==> config.mk <==
export PLATFORM = sky130hd
export DESIGN_NAME = lsu_ctrl
export DESIGN_NICKNAME = d
export VERILOG_FILES = /design/src/rtl/lsu_pkg.sv /design/src/rtl/lsu_align.sv /design/src/rtl/lsu_ctrl.sv
export SDC_FILE = /design/constraint.sdc
export NUM_CORES = 1
export LEC_CHECK = 0
export ABC_AREA = 1
export CAP_MARGIN = 15
export CORE_UTILIZATION = 50
export DETAILED_ROUTE_END_ITERATION = 7
export GPL_TIMING_DRIVEN = 0
export PLACE_DENSITY = 0.93
export SETUP_SLACK_MARGIN = 0.05
export SLEW_MARGIN = 20
export SYNTH_ARGS = -nofsm -noshare
export SYNTH_HDL_FRONTEND = slang
export SYNTH_SLANG_ARGS = --single-unit
==> constraint.sdc <==
create_clock -name clk -period 3.2 [get_ports clk]
set_input_delay 0.32 -clock clk [delete_from_list [all_inputs] [get_ports clk]]
set_output_delay 0.32 -clock clk [all_outputs]
set_load 0.01 [all_outputs]
==> src/rtl/lsu_pkg.sv <==
// lsu_pkg: shared FSM states, abort causes and fun3 encodings for the load/store unit.
package lsu_pkg;

    typedef enum logic [2:0] {S_IDLE, S_REQ, S_WAIT, S_DONE, S_ERR} lsu_state_e;
    typedef enum logic [1:0] {C_NONE, C_MISALIGN, C_ILLEGAL, C_TIMEOUT} lsu_cause_e;

    localparam logic [2:0] F3_B  = 3'd0;
    localparam logic [2:0] F3_H  = 3'd1;
    localparam logic [2:0] F3_W  = 3'd2;
    localparam logic [2:0] F3_BU = 3'd4;
    localparam logic [2:0] F3_HU = 3'd5;

    // Stores only know sb/sh/sw; loads additionally accept the unsigned forms.
    function automatic logic fun3_illegal(input logic we, input logic [2:0] f);
        return we ? (f > F3_W) : !(f inside {F3_B, F3_H, F3_W, F3_BU, F3_HU});
    endfunction

endpackage

==> src/rtl/lsu_align.sv <==
// lsu_align: byte-lane steering for stores, extract/extend for loads, and the alignment check.
module lsu_align
    import lsu_pkg::*;
(
    input  logic [2:0]  st_fun3_i,
    input  logic [1:0]  st_addr_i,
    input  logic [31:0] st_wdata_i,
    input  logic [2:0]  ld_fun3_i,
    input  logic [1:0]  ld_addr_i,
    input  logic [31:0] ld_rdata_i,
    output logic [3:0]  be_o,
    output logic [31:0] wdata_o,
    output logic        misalign_o,
    output logic [31:0] ld_data_o
);

    logic [1:0]  sz;
    logic [31:0] w;

    // Low two fun3 bits give the access size for both loads and stores.
    always_comb begin
        sz         = st_fun3_i[1:0];
        be_o       = sz == 2'd0 ? 4'b0001 << st_addr_i :
                     sz == 2'd1 ? 4'b0011 << {st_addr_i[1], 1'b0} : 4'b1111;
        wdata_o    = sz == 2'd0 ? {4{st_wdata_i[7:0]}} :
                     sz == 2'd1 ? {2{st_wdata_i[15:0]}} : st_wdata_i;
        misalign_o = (sz == 2'd1 && st_addr_i[0]) || (sz == 2'd2 && st_addr_i != 2'd0);
        w          = ld_rdata_i >> {ld_addr_i, 3'b000};
        ld_data_o  = ld_fun3_i == F3_B  ? {{24{w[7]}}, w[7:0]} :
                     ld_fun3_i == F3_BU ? {24'd0, w[7:0]} :
                     ld_fun3_i == F3_H  ? {{16{w[15]}}, w[15:0]} :
                     ld_fun3_i == F3_HU ? {16'd0, w[15:0]} : w;
    end

endmodule

==> src/rtl/lsu_ctrl.sv <==
// lsu_ctrl: load/store sequencer driving the req/gnt/rvalid data-memory handshake.
// Latches the access in IDLE, retires it with a valid pulse or aborts it with an error pulse.
module lsu_ctrl
    import lsu_pkg::*;
#(
    parameter int AW      = 32,
    parameter int DW      = 32,
    parameter int TIMEOUT = 255
) (
    input  logic          clk,
    input  logic          rst_n,
    input  logic          lsu_rd_i,
    input  logic          lsu_wr_i,
    input  logic [2:0]    lsu_fun3_i,
    input  logic [AW-1:0] lsu_addr_i,
    input  logic [DW-1:0] lsu_wdata_i,
    output logic          lsu_stall_o,
    output logic          lsu_valid_o,
    output logic [DW-1:0] lsu_rdata_o,
    output logic          lsu_err_o,
    output logic [1:0]    lsu_err_cause_o,
    output logic          dmem_req_o,
    output logic          dmem_we_o,
    output logic [3:0]    dmem_be_o,
    output logic [AW-1:0] dmem_addr_o,
    output logic [DW-1:0] dmem_wdata_o,
    input  logic          dmem_gnt_i,
    input  logic          dmem_rvalid_i,
    input  logic [DW-1:0] dmem_rdata_i
);

    localparam int CW = TIMEOUT > 0 ? $clog2(TIMEOUT + 1) : 1;

    lsu_state_e    state_q, state_d;
    lsu_cause_e    cause_q, cause_d;
    logic [AW-1:0] addr_q, addr_d;
    logic [2:0]    fun3_q, fun3_d;
    logic          we_q, we_d;
    logic [3:0]    be_q, be_d;
    logic [DW-1:0] wdata_q, wdata_d;
    logic [DW-1:0] rdata_q, rdata_d;
    logic [CW-1:0] cnt_q, cnt_d;

    logic [3:0]    al_be;
    logic [DW-1:0] al_wdata, al_ld;
    logic          al_misalign, tout, req_any;

    lsu_align u_align (
        .st_fun3_i  (lsu_fun3_i),
        .st_addr_i  (lsu_addr_i[1:0]),
        .st_wdata_i (lsu_wdata_i),
        .ld_fun3_i  (fun3_q),
        .ld_addr_i  (addr_q[1:0]),
        .ld_rdata_i (dmem_rdata_i),
        .be_o       (al_be),
        .wdata_o    (al_wdata),
        .misalign_o (al_misalign),
        .ld_data_o  (al_ld)
    );

    always_comb begin
        state_d     = state_q;
        cause_d     = cause_q;
        addr_d      = addr_q;
        fun3_d      = fun3_q;
        we_d        = we_q;
        be_d        = be_q;
        wdata_d     = wdata_q;
        rdata_d     = rdata_q;
        cnt_d       = cnt_q;
        lsu_stall_o = 1'b0;
        req_any     = lsu_rd_i | lsu_wr_i;
        // Abort on the cycle whose increment would reach the limit, so req stays up exactly TIMEOUT cycles.
        tout        = TIMEOUT != 0 && cnt_q == CW'(TIMEOUT - 1);
        case (state_q)
            S_IDLE: if (req_any) begin
                lsu_stall_o = 1'b1;
                addr_d      = lsu_addr_i;
                fun3_d      = lsu_fun3_i;
                we_d        = lsu_wr_i;
                be_d        = al_be;
                wdata_d     = al_wdata;
                cnt_d       = '0;
                cause_d     = (lsu_rd_i & lsu_wr_i) || fun3_illegal(lsu_wr_i, lsu_fun3_i) ? C_ILLEGAL :
                              al_misalign ? C_MISALIGN : C_NONE;
                state_d     = cause_d == C_NONE ? S_REQ : S_ERR;
            end
            S_REQ: begin
                lsu_stall_o = 1'b1;
                cnt_d       = cnt_q + CW'(1);
                if (dmem_gnt_i) begin
                    cnt_d   = '0;
                    state_d = dmem_rvalid_i ? S_DONE : S_WAIT;
                    rdata_d = dmem_rvalid_i ? (we_q ? '0 : al_ld) : rdata_q;
                end else if (tout) begin
                    state_d = S_ERR;
                    cause_d = C_TIMEOUT;
                end
            end
            S_WAIT: begin
                lsu_stall_o = 1'b1;
                cnt_d       = cnt_q + CW'(1);
                if (dmem_rvalid_i) begin
                    state_d = S_DONE;
                    rdata_d = we_q ? '0 : al_ld;
                end else if (tout) begin
                    state_d = S_ERR;
                    cause_d = C_TIMEOUT;
                end
            end
            default: state_d = S_IDLE;
        endcase
    end

    always_ff @(posedge clk or negedge rst_n) begin
        if (!rst_n) begin
            state_q <= S_IDLE;
            cause_q <= C_NONE;
            addr_q  <= '0;
            fun3_q  <= '0;
            we_q    <= 1'b0;
            be_q    <= '0;
            wdata_q <= '0;
            rdata_q <= '0;
            cnt_q   <= '0;
        end else begin
            state_q <= state_d;
            cause_q <= cause_d;
            addr_q  <= addr_d;
            fun3_q  <= fun3_d;
            we_q    <= we_d;
            be_q    <= be_d;
            wdata_q <= wdata_d;
            rdata_q <= rdata_d;
            cnt_q   <= cnt_d;
        end
    end

    assign lsu_valid_o     = state_q == S_DONE;
    assign lsu_err_o       = state_q == S_ERR;
    assign lsu_err_cause_o = state_q == S_ERR ? cause_q : C_NONE;
    assign lsu_rdata_o     = rdata_q;
    assign dmem_req_o      = state_q == S_REQ;
    assign dmem_we_o       = we_q;
    assign dmem_be_o       = be_q;
    assign dmem_addr_o     = {addr_q[AW-1:2], 2'b00};
    assign dmem_wdata_o    = wdata_q;

endmodule
==> results.yml, run 1 <==
clock_network:
  post_cts.repair.setup_buffers: 0
  htree_levels: 4
  cts_buffer_depth: 2
  clkTransAtPathRegs_ns: 0.06
  ctsHoldBuffers: 1
  cts_root_buf: "clkbuf_16"
  clock_latency_ns: 0.41
  cts_buffers: 17
  cts_resized: 0
  cts.sinks: 117
  cts_tree: "yes"
critical_path:
  crit_fanout: 10
  required_ns: 2.88
  critPathLaunchType: "flop"
  cp.arrival_ns: 2.22
  r2r_slack_ns: 1.50
  ff2ff_path_depth: 7
  critical_path_depth: 5
  critPathBufInv: 2
  cpLargestDelayFamily: "buffers and inverters"
  cpPeakStageDelay_ns: 0.54
  critical_path_class: "reg -> out"
  crit_slowest_cell: "clkdlybuf4s50_1"
  worstReg2RegEnd: "dmem_be_o[3]"
  crit_chain: "nor3_4, nand2_2, nand2_1, buf_6, clkdlybuf4s50_1"
  endpoint_kind: "output pin"
  r2r-start: "state_q[0]"
grt:
  grt_pass1_wl_um: 30400
  grt_usage_pct: 30.7
  overflow: 0
  grt_pass1_vias: 6253
  grt_max_degree: 64
  antenna_found_initial: 0
yosys:
  synth_edf_count: 0
  synth_cell_types: 28
  synth_ff_type: "dfrtp_1"
  syn_area_per_cell_sq_um: 7.32
  synth_top_area_share_pct: 47.3
  ys_ff_latch: 117
  syn_area_sq_mm: 0.00619
  yosysMostFrequentCell: "nand2_1"
  ys_warn_count: 0
  ys_top_cells_by_count: "nand2_1 (396), dfrtp_1 (117), nand3_1 (72)"
  synthArstFlopShare_pct: 100
  yosysSeqAreaShare_pct: 47.3
  synthTopCellsByArea: "dfrtp_1 (47%), nand2_1 (24%), nand3_1 (5.8%)"
  synthCells: 845
  post-synth-top-area-cell: "dfrtp_1"
detailed_routing:
  vias: 6446
  wl_per_cell_um: 15.1
  drt_iter0_drc: 548
  firstDrtPassIters: 5
  finalWirelength_um: 18900
  detail-route-antenna-nets: 0
  drc_errors: 0
  viasPerCell: 5.13
placed_design:
  hpwl_um: 13600
  gp_congestion: 0.961
  io_buffers: 208
  dp.cells: 1223
  pre_cts_slack_ns: 0.903
  postPlaceCellArea_sq_mm: 0.00851
sta:
  fin_skew_ns: 0.0153
  setup_violations: 0
  finalHoldViolCount: 0
  slew_headroom_pct: 62.6
  timing.final.crit_share_pct: 79.5
  fmax_mhz: 393
  maxSlewViolCount: 0
  finalSetupTns_ns: 0
  rsz0062_at_grt: "false"
  tightestPinTransition_ns: 0.561
  period_needed_ns: 2.54
  timing.final.ws_setup_ns: 0.655
run:
  maxCapViolations: 0
die:
  core-area_sq_mm: 0.0121
  die_area_sq_mm: 0.0128
  die_w_um: 113
  io_pins: 212
  die_h_um: 113
  start_util_pct: 51.3
  rows: 40
finish:
  final_cells: 1256
  final_area_sq_mm: 0.00908
  nets: 1182
  fillers: 894
  layout-drive-gt1-share_pct: 9.56
  area_growth_pct: 46.8
  num_antenna_cells: 0
  register_area_sq_mm: 0.00293
  fin_util_pct: 75.3
  multi_input_area_sq_mm: 0.00265
power:
  ir_drop_mv: 0.539
  leakage_uw: 0.00456
  powerDensity_mw_per_mm2: 975
run_status:
  outcome: "finished clean"
worst_hold_path:
  hold_class: "in -> async"
-- power breakdown --
| group | leakage [uW] | internal, uW | total, uW | switching (uW) |
|---|---|---|---|---|
| combinational | 0.00283 | 2140 | 4530 | 2390 |
| sequential | 0.00146 | 2120 | 2510 | 397 |
| clock | 0.000271 | 1070 | 1810 | 735 |
-- worst register-to-register path, delay by kind of cell, from the launching register on --
family | cells | cell delay [ns]
flip-flops | 1 | 0.43
AND/OR/NAND/NOR | 4 | 0.67
buffers and inverters | 3 | 0.54
-- metal layers --
layer | up-vias | global-route usage (%) | wire (um)
met3 | 53 | 9.27 | 1700
met4 | 0 | 14.5 | 613
met5 | - | 0 | 0
met2 | 308 | 51.4 | 8960
met1 | 2985 | 36.3 | 7660
li1 | 3100 | - | -
-- stage by stage --
step           total power [uW]  hold slack [ns]
2_1_floorplan              5040           0.0244
3_3_place_gp               6880            0.462
3_5_place_dp               6980            0.317
4_1_cts                    8850            0.432
5_1_grt                    9480            0.442
6_report                   8850            0.442
-- registers in the layout (all words and copies together), names as in the netlist --
register	flops
dmem_wdata_o	32
cause_q	2
lsu_rdata_o	32
state_q	3
cnt_q	8
addr_q	32
dmem_be_o	4
fun3_q	3
dmem_we_o	1
-- worst max path at each step --
stage,from,endpoint,slack (ns)
floorplan,state_q[0],lsu_stall_o,1.81
global placement,rst_n,addr_q[20],-2.71
detailed placement,lsu_wr_i,lsu_stall_o,0.90
CTS,state_q[0],lsu_stall_o,0.62
global route,state_q[0],lsu_stall_o,0.53
finish,state_q[0],lsu_stall_o,0.66
-- cell families (layout without fill, tap and decap cells) --
group | count (synthesis) | after routing | share of synthesized area [%]
compound gates | 93 | 93 | 8.45
xor+xnor | 1 | 1 | 0.142
fa+ha+maj | 2 | 2 | 0.404
buf+inv | 116 | 358 | 9.91
flops | 117 | 117 | 47.3
other cells | 1 | 2 | 0.0606
simple gates | 515 | 515 | 33.7
-- layout make-up --
class	count	share of cell area, %
clock buffers	18	4.73
inverters	41	1.69
repair buffers	210	23.4
clock inverters	14	1.43
well taps	168	2.31
multi-input cells	613	29.2
flip-flops and latches	117	32.2
plain buffers	75	5.06
-- placed cells by master, fill, tap and decap left out, drive strengths merged --
| cell | instances |
|---|---|
| o211ai | 4 |
| clkdlybuf4s50 | 207 |
| conb | 2 |
| clkinvlp | 2 |
| nor2 | 32 |
| ha | 2 |
| buf | 61 |
| bufinv | 1 |
| nand3 | 73 |
| dlygate4sd3 | 1 |
| xor2 | 1 |
| o21ai | 49 |
| a2bb2oi | 8 |
| clkinv | 9 |
| nand4 | 2 |
| dfrtp | 117 |
| nand3b | 1 |
| nor3 | 3 |
| inv | 43 |
| a21boi | 1 |
| clkbuf | 34 |
| nand2 | 404 |
| a21oi | 25 |
| o21a | 6 |
Power figures use the tool's default switching activity.
==> run 2, diff against run 1 <==
Settings changed: CORE_UTILIZATION 50 to 42, PLACE_DENSITY 0.93 to 0.84.
Clock period 3.2 ns to 2.1 ns, I/O delays scaled along.
==> results.yml, run 2 (synthesized netlist as in run 1, its figures left out) <==
sta:
  finalHoldViolCount: 0
  finalSetupTns_ns: 0
  setup_violations: 0
  period_needed_ns: 1.99
  rsz0062_at_grt: "true"
  hold-worst-slack_ns: 0.313
  tightestPinTransition_ns: 0.540
  fin_skew_ns: 0.0129
  slew_headroom_pct: 64.0
  timing.final.crit_share_pct: 94.7
  fmax_mhz: 503
  maxSlewViolCount: 0
grt:
  antenna_found_initial: 0
  overflow: 0
  grt_max_degree: 68
  grt_pass1_vias: 6167
  grt_pass1_wl_um: 30400
  grt_usage_pct: 26.4
critical_path:
  crit_start: "state_q[1]"
  required_ns: 1.89
  ff2ff_path_depth: 8
  endpoint_kind: "output pin"
  critPathLaunchType: "flop"
  crit_fanout: 10
  cp.arrival_ns: 1.78
  crit_path_end: "lsu_stall_o"
  r2r_slack_ns: 0.42
  worstReg2RegEnd: "addr_q[22]"
  r2r-start: "state_q[2]"
  critical_path_class: "reg -> out"
finish:
  final_area_sq_mm: 0.00915
  num_antenna_cells: 0
  fin_util_pct: 64.7
  nets: 1185
  area_growth_pct: 47.9
  layout_common_cells: "nand2_1 (394), clkdlybuf4s50_1 (203), dfrtp_1 (114)"
  fillers: 1240
  mostFrequentLayoutCell: "nand2_1"
  layout-drive-gt1-share_pct: 10.5
power:
  ir_drop_mv: 0.733
  p_clk_share_pct: 20.2
  power.internal_uw: 8170
  swShare_pct: 39.7
  power.switching_uw: 5370
  powerDensity_mw_per_mm2: 1480
  seqPwrFrac_pct: 28.3
  p_comb_share_pct: 51.5
  total_power_uw: 13500
  leakage_uw: 0.00462
die:
  die_w_um: 123
  core-area_sq_mm: 0.0141
  rows: 43
  start_util_pct: 43.7
  die_h_um: 123
  io_pins: 212
  die_area_sq_mm: 0.0152
run_status:
  outcome: "finished clean"
clock_network:
  cts_tree: "yes"
  clkTransAtPathRegs_ns: 0.05
  clock_latency_ns: 0.43
  cts_buffer_depth: 2
  cts.sinks: 117
  cts_buffers: 17
  htree_levels: 4
  cts_root_buf: "clkbuf_16"
detailed_routing:
  drt_iter0_drc: 430
  maxUsedRoutingLayer: "met4"
  vias: 6324
  finalWirelength_um: 19000
  drc_errors: 0
  wl_per_cell_um: 15.0
  detail-route-antenna-nets: 0
  wl_met1_um: 7820
  route.met3.wl_um: 1840
  firstDrtPassIters: 5
  viasPerCell: 4.98
  route.met2.wl_um: 8910
placed_design:
  hpwl_um: 14000
  io_buffers: 208
  gp_congestion: 0.924
  postPlaceCellArea_sq_mm: 0.00853
run:
  maxCapViolations: 0
worst_hold_path:
  hold_class: "in -> async"
## run 2: what timing repair did
action	CTS	global route
gates resized for setup	8	6
pin swaps	2	1
gates cloned	0	0
endpoints found under the setup margin	1	4
hold endpoints to repair	50	0
hold buffers	1	0
buffers inserted	2	1
## run 2: final cells by class
type | instances | area (sq um) | area share [%]
timing repair buffer | 213 | 2150 | 23.5
inverter | 41 | 154 | 1.68
tap | 180 | 225 | 2.46
buffer | 75 | 459 | 5.02
sequential | 117 | 2930 | 32.0
clock buffer | 17 | 425 | 4.65
clock inverter | 15 | 131 | 1.44
multi-input combinational | 613 | 2670 | 29.2
## run 2: power groups by stage
| stage | combinational (uW) | clock [uW] | sequential [uW] |
|---|---|---|---|
| finish | 6970 | 2740 | 3830 |
| global route | 7750 | 2870 | 3940 |
| CTS | 6970 | 2780 | 3830 |
| detailed placement | 6870 | 0 | 3820 |
| global placement | 6750 | 0 | 3800 |
| floorplan | 3690 | 0 | 3990 |
## run 2: how the worst min path moves through the flow
stage                          startpoint         endpoint  slack, ns  depth (start not counted)
after global routing       lsu_addr_i[20]       addr_q[20]       0.33                          3
after detailed placement            rst_n   lsu_rdata_o[6]       0.20                          1
final                               rst_n   lsu_rdata_o[6]       0.31                          2
after global placement    dmem_wdata_o[6]  dmem_wdata_o[6]       0.46                          2
after CTS                   lsu_addr_i[8]        addr_q[8]       0.30                          3
after floorplan                     rst_n        addr_q[0]      -0.09                          0
## run 2: critical path: stages, from the launching register on
cell             delay (ns)
dfrtp_2                0.45
inv_1                  0.12
nand3_2                0.11
nand2_2                0.12
inv_1                  0.05
nand2_2                0.10
buf_6                  0.15
clkdlybuf4s15_1        0.25
## run 2: metal layers
metal	GRT usage, %	up-vias
li1	-	3105
met3	9.18	33
met4	12.0	0
met2	42.9	276
met1	31.2	2910
met5	0	-
## run 2: metrics by stage
step	worst slack, ns	std cells
floorplan	0.745	846
global route	-0.000719	1271
detailed placement	-0.0271	1235
CTS	0.0544	1270
global placement	-3.86	1234
finish	0.112	1271
